**config.mk**
```make
export PLATFORM = sky130hd
export DESIGN_NAME = bite_timer
export DESIGN_NICKNAME = d
export VERILOG_FILES = /design/src/rtl/bite_timer.sv
export SDC_FILE = /design/constraint.sdc
export NUM_CORES = 1
export LEC_CHECK = 0
export BUFFER_PORTS_ARGS = -buffer_cell sky130_fd_sc_hd__buf_2
export CORE_ASPECT_RATIO = 1.4
export CORE_MARGIN = 2
export CORE_UTILIZATION = 40
export CTS_CLUSTER_DIAMETER = 100
export DETAILED_ROUTE_END_ITERATION = 7
export GPL_TIMING_DRIVEN = 1
export PLACE_DENSITY = 0.68
export SLEW_MARGIN = 10
export SYNTH_ARGS = -nofsm -noshare
export SYNTH_HDL_FRONTEND = slang
export SYNTH_SLANG_ARGS = --single-unit
```
**constraint.sdc**
```tcl
create_clock -name CLK -period 2.9 [get_ports CLK]
set_input_delay 0.58 -clock CLK [delete_from_list [all_inputs] [get_ports CLK]]
set_output_delay 0.58 -clock CLK [all_outputs]
set_load 0.01 [all_outputs]
```
**src/rtl/bite_timer.sv**
```systemverilog
// Fishing-game bite timer: after a cast, waits a random delay in ms, then opens
// a bite window during which a player strike counts as a catch.
module bite_timer #(
  parameter int CLKS_PER_MS = 50000,
  parameter int MIN_MS      = 500,
  parameter int RAND_BITS   = 11,
  parameter int WINDOW_MS   = 750
) (
  input  logic        CLK,
  input  logic        RST,
  input  logic        Start,
  input  logic        Cancel,
  input  logic        Catch,
  input  logic [15:0] Rand,
  output logic        LFSR_Run,
  output logic        Busy,
  output logic        Bite,
  output logic        Caught,
  output logic        Missed
);

  localparam int PW = (CLKS_PER_MS > 1) ? $clog2(CLKS_PER_MS) : 1;
  localparam logic [PW-1:0] PMAX = PW'(CLKS_PER_MS - 1);

  typedef enum logic [1:0] {
    S_IDLE,
    S_WAIT,
    S_BITE
  } state_t;

  state_t        state_q, state_d;
  logic [PW-1:0] presc_q, presc_d;
  logic [15:0]   ms_q, ms_d;
  logic          caught_q, caught_d;
  logic          missed_q, missed_d;
  logic          bite_q, busy_q, run_q;
  logic          tick;
  logic [15:0]   delayMs;

  // Only the low RAND_BITS of the LFSR feed the delay; the rest is intentionally dropped.
  logic randHighUnused;
  assign randHighUnused = ^Rand;

  assign delayMs = 16'(MIN_MS) + 16'(Rand[RAND_BITS-1:0]);
  assign tick    = (presc_q == PMAX);

  always_comb begin
    state_d  = state_q;
    presc_d  = presc_q;
    ms_d     = ms_q;
    caught_d = 1'b0;
    missed_d = 1'b0;
    if (Cancel) begin
      state_d = S_IDLE;
      presc_d = '0;
      ms_d    = '0;
    end else begin
      unique case (state_q)
        S_IDLE: begin
          if (Start) begin
            state_d = S_WAIT;
            ms_d    = delayMs;
            presc_d = '0;
          end
        end
        S_WAIT: begin
          if (Catch) begin
            missed_d = 1'b1;
            state_d  = S_IDLE;
            presc_d  = '0;
            ms_d     = '0;
          end else if (tick) begin
            presc_d = '0;
            // The ms counter reaching zero opens the window and reloads it.
            if (ms_q <= 16'd1) begin
              state_d = S_BITE;
              ms_d    = 16'(WINDOW_MS);
            end else begin
              ms_d = ms_q - 16'd1;
            end
          end else begin
            presc_d = presc_q + PW'(1);
          end
        end
        S_BITE: begin
          if (Catch) begin
            caught_d = 1'b1;
            state_d  = S_IDLE;
            presc_d  = '0;
            ms_d     = '0;
          end else if (tick) begin
            presc_d = '0;
            if (ms_q <= 16'd1) begin
              missed_d = 1'b1;
              state_d  = S_IDLE;
              ms_d     = '0;
            end else begin
              ms_d = ms_q - 16'd1;
            end
          end else begin
            presc_d = presc_q + PW'(1);
          end
        end
        default: begin
          state_d = S_IDLE;
          presc_d = '0;
          ms_d    = '0;
        end
      endcase
    end
  end

  // Status outputs are decoded from the next state so they are true flops.
  always_ff @(posedge CLK or negedge RST) begin
    if (!RST) begin
      state_q  <= S_IDLE;
      presc_q  <= '0;
      ms_q     <= '0;
      caught_q <= 1'b0;
      missed_q <= 1'b0;
      bite_q   <= 1'b0;
      busy_q   <= 1'b0;
      run_q    <= 1'b1;
    end else begin
      state_q  <= state_d;
      presc_q  <= presc_d;
      ms_q     <= ms_d;
      caught_q <= caught_d;
      missed_q <= missed_d;
      bite_q   <= (state_d == S_BITE);
      busy_q   <= (state_d != S_IDLE);
      run_q    <= (state_d == S_IDLE);
    end
  end

  assign LFSR_Run = run_q;
  assign Busy     = busy_q;
  assign Bite     = bite_q;
  assign Caught   = caught_q;
  assign Missed   = missed_q;

endmodule

```
==> impl_metrics.toml <==
[synth]
syn_area_um2 = 2450
synthesis.area_per_instance_um2 = 8.64
synthXorXnorAreaFrac_pct = 2.50
ys.flop_type = "dfrtp_1"
synth_top_family_by_area = "simple AND/OR/NAND/NOR gates"
yosysWarnings = 0
netlist-cell-type-count = 57
synth_fa_ha_area_share_pct = 4.08
synth-compound-area-share_pct = 24.7
synthSimpleGateAreaFrac_pct = 25.2
async_flop_share_pct = 100
syn_inst = 284
synthMuxAreaShare_pct = 0
ys_ff_latch = 39
syn_nets = 313
ys_seq_area_share_pct = 39.8
synth_edf_count = 0

[clock_tree]
cts_setup_buffers = 0
cts.path.max_buffers = 2
cts-root-buf = "clkbuf_8"
ctsHoldBuffers = 0
cts_num_sinks = 39
cts_resized = 0
cts_tree = "yes"
clk_latency_ns = 0.29
cts_buffers = 5
cts_htree_levels = 2
clk_pin_slew_worst_paths_ns = 0.08

[sta]
setup_viol = 0
slew-limit-headroom_pct = 41.9
slew_viol_final = 0
setup_tns_ns = 0
hold_viol_final = 0
rsz0062_at_grt = "false"
finalCriticalPeriod_ns = 2.62
clock_skew_ns = 0.00788
clock.fmax_mhz = 382
period_share_pct = 90.3
worst_pin_slew_ns = 0.871

[hold_path]
hold_path.class = "primary input to async pin"

[global_route]
grt_pass1_wl_mm = 10.2
grt_remaining_overflow = 0
grt_pass1_vias = 2296
grt_max_degree = 40
antenna_found_initial = 0
grt_use_total_pct = 17.8

[routing]
wl_per_cell_um = 14.8
antenna_left = 0
wirelength_mm = 5.62
drt-initial-drc-count = 87
drc = 0
drt-pass1-iter-count = 4
viasPerCell = 6.05
vias = 2293

[status]
status = "finished clean"

[floorplan]
ios = 26
dieArea_um2 = 6790
die_w_um = 70.2
fp.dieH_um = 96.7
floorplan.rows = 33
core-area_um2 = 5900
initial_utilization_pct = 41.6

[power]
pwr_density_cell_nw_per_um2 = 552
peakVddDrop_mv = 0.247
power_leakage_nw = 1.24

[setup_path]
path_class = "flip-flop to flip-flop"
crit_fanout = 8
critPathLaunchType = "flip-flop"
worst_setup_path_end_kind = "flip-flop"
critPathArrivalTime_ns = 2.82
cp.required_ns = 3.11
r2r-start = "ms_q[8]"
r2r_end = "ms_q[1]"
worstRegToRegCells = 6
rrSetupSlack_ns = 0.28

[cells_and_area]
n_antenna_cell = 0
area_delta_synth_final_pct = 13.0
design_area_um2 = 2770
layout.nets = 337
drive_gt1_share_pct = 15.9

[place]
port_buffers = 20
post_dp_cell_area_um2 = 2640
dp_hpwl_mm = 4.08
finalWeightedCongestion = 0.813

[flow_run]
cap_viol_max_count = 0
## cells in the final DEF, fill, tap and decap left out, types with 4 or more instances in the layout
master    Yosys  final
and3_1        5      5
nor3_1       11     11
o21ai_0      33     33
a21o_1        5      5
dfrtp_1      38     38
buf_2         1     20
inv_1         7      7
xnor2_1       4      4
nor4_1        4      4
buf_4         1      8
nand2_1      24     24
nand3_1       9      9
o31ai_1      10     10
or2_2         5      5
ha_1          8      8
nand4_1       5      5
nor2_1       32     32
clkbuf_8      0      5
a21oi_1      12     12
a22o_1        4      4
o21ai_1       4      4
## synth_stat cells, types with 2 or more instances
cell type	number	area [µm²]
dfrtp_1	38	951
o21ai_0	33	165
nor2_1	32	120
nand2_1	24	90.1
a21oi_1	12	60.1
nor3_1	11	55.1
o31ai_1	10	75.1
nand3_1	9	45.0
ha_1	8	100
inv_1	7	26.3
clkbuf_1	6	22.5
a21o_1	5	37.5
and3_1	5	31.3
nand4_1	5	31.3
or2_2	5	31.3
a22o_1	4	35.0
nor4_1	4	25.0
o21ai_1	4	20.0
xnor2_1	4	35.0
a31oi_1	3	18.8
a32o_1	3	30.0
and2_1	3	18.8
o211ai_1	3	22.5
xor2_1	3	26.3
and4b_1	2	20.0
buf_6	2	22.5
nand2b_1	2	12.5
nor2b_1	2	12.5
nor3b_1	2	15.0
o32a_1	2	20.0
o32ai_1	2	17.5
o41ai_1	2	17.5
or3_1	2	12.5
or4_1	2	15.0
## layout make-up
cell class | count | area [µm²]
clock inverters | 2 | 60.1
multi-input cells | 226 | 1390
fillers | 582 | 3130
well taps | 70 | 87.6
repair buffers | 28 | 160
flip-flops and latches | 39 | 977
clock buffers | 6 | 72.6
inverters | 8 | 30.0
## how the worst max path moves through the flow
stage	endpoint	start	slack (ns)
6_report	ms_q[1]	ms_q[8]	0.28
5_1_grt	LFSR_Run	ms_q[8]	0.06
3_5_place_dp	ms_q[3]	ms_q[8]	0.30
2_1_floorplan	ms_q[10]	ms_q[10]	0.44
4_1_cts	ms_q[3]	ms_q[8]	0.30
3_3_place_gp	ms_q[3]	ms_q[8]	0.33
## report_power, final
group	switching [mW]	internal, mW	leakage, nW	total, mW
logic	0.217	0.154	0.647	0.370
registers	0.0394	0.578	0.530	0.618
clock network	0.197	0.344	0.0654	0.541
total	0.453	1.08	1.24	1.53
## routing by layer
metal,global-route usage [%],vias up,wire (µm)
met5,0,-,0
met4,5.62,0,100
li1,-,1110,-
met2,32.5,56,2960
met3,2.81,13,189
met1,21.0,1114,2370
## logic make-up (layout without fill, tap and decap cells)
family          count (synthesis)  after routing
xor+xnor                        7              7
simple gates                  118            118
compound gates                 93             93
buf+inv                        19             44
flops                          39             39
fa+ha+maj                       8              8
## metrics by stage
step | utilization (%) | setup WS (ns) | cells | hold WS [ns] | total power [mW]
after floorplan | - | 0.436 | 284 | 0.284 | 0.890
after global placement | 44.7 | 0.331 | 371 | 0.465 | 0.986
after detailed placement | 44.7 | 0.303 | 371 | 0.473 | 0.995
after CTS | 47.0 | 0.295 | 379 | 0.430 | 1.54
after global routing | 47.0 | 0.0633 | 379 | 0.495 | 1.61
final | 47.0 | 0.282 | 379 | 0.399 | 1.53
## sequential cells by signal, indices dropped and copies added (netlist names)
name and cells:
Bite 1, Busy 1, Caught 1, LFSR_Run 1
Missed 1, ms_q 16, presc_q 16, state_q 2
## worst max-delay path, cell delays in order, from the launching register on
cell,delay (ns)
dfrtp_1,0.45
or4_4,0.52
or4_1,0.57
or3_1,0.46
buf_4,0.18
a21o_2,0.21
a22oi_1,0.14
(Power assumes the default switching activity.)
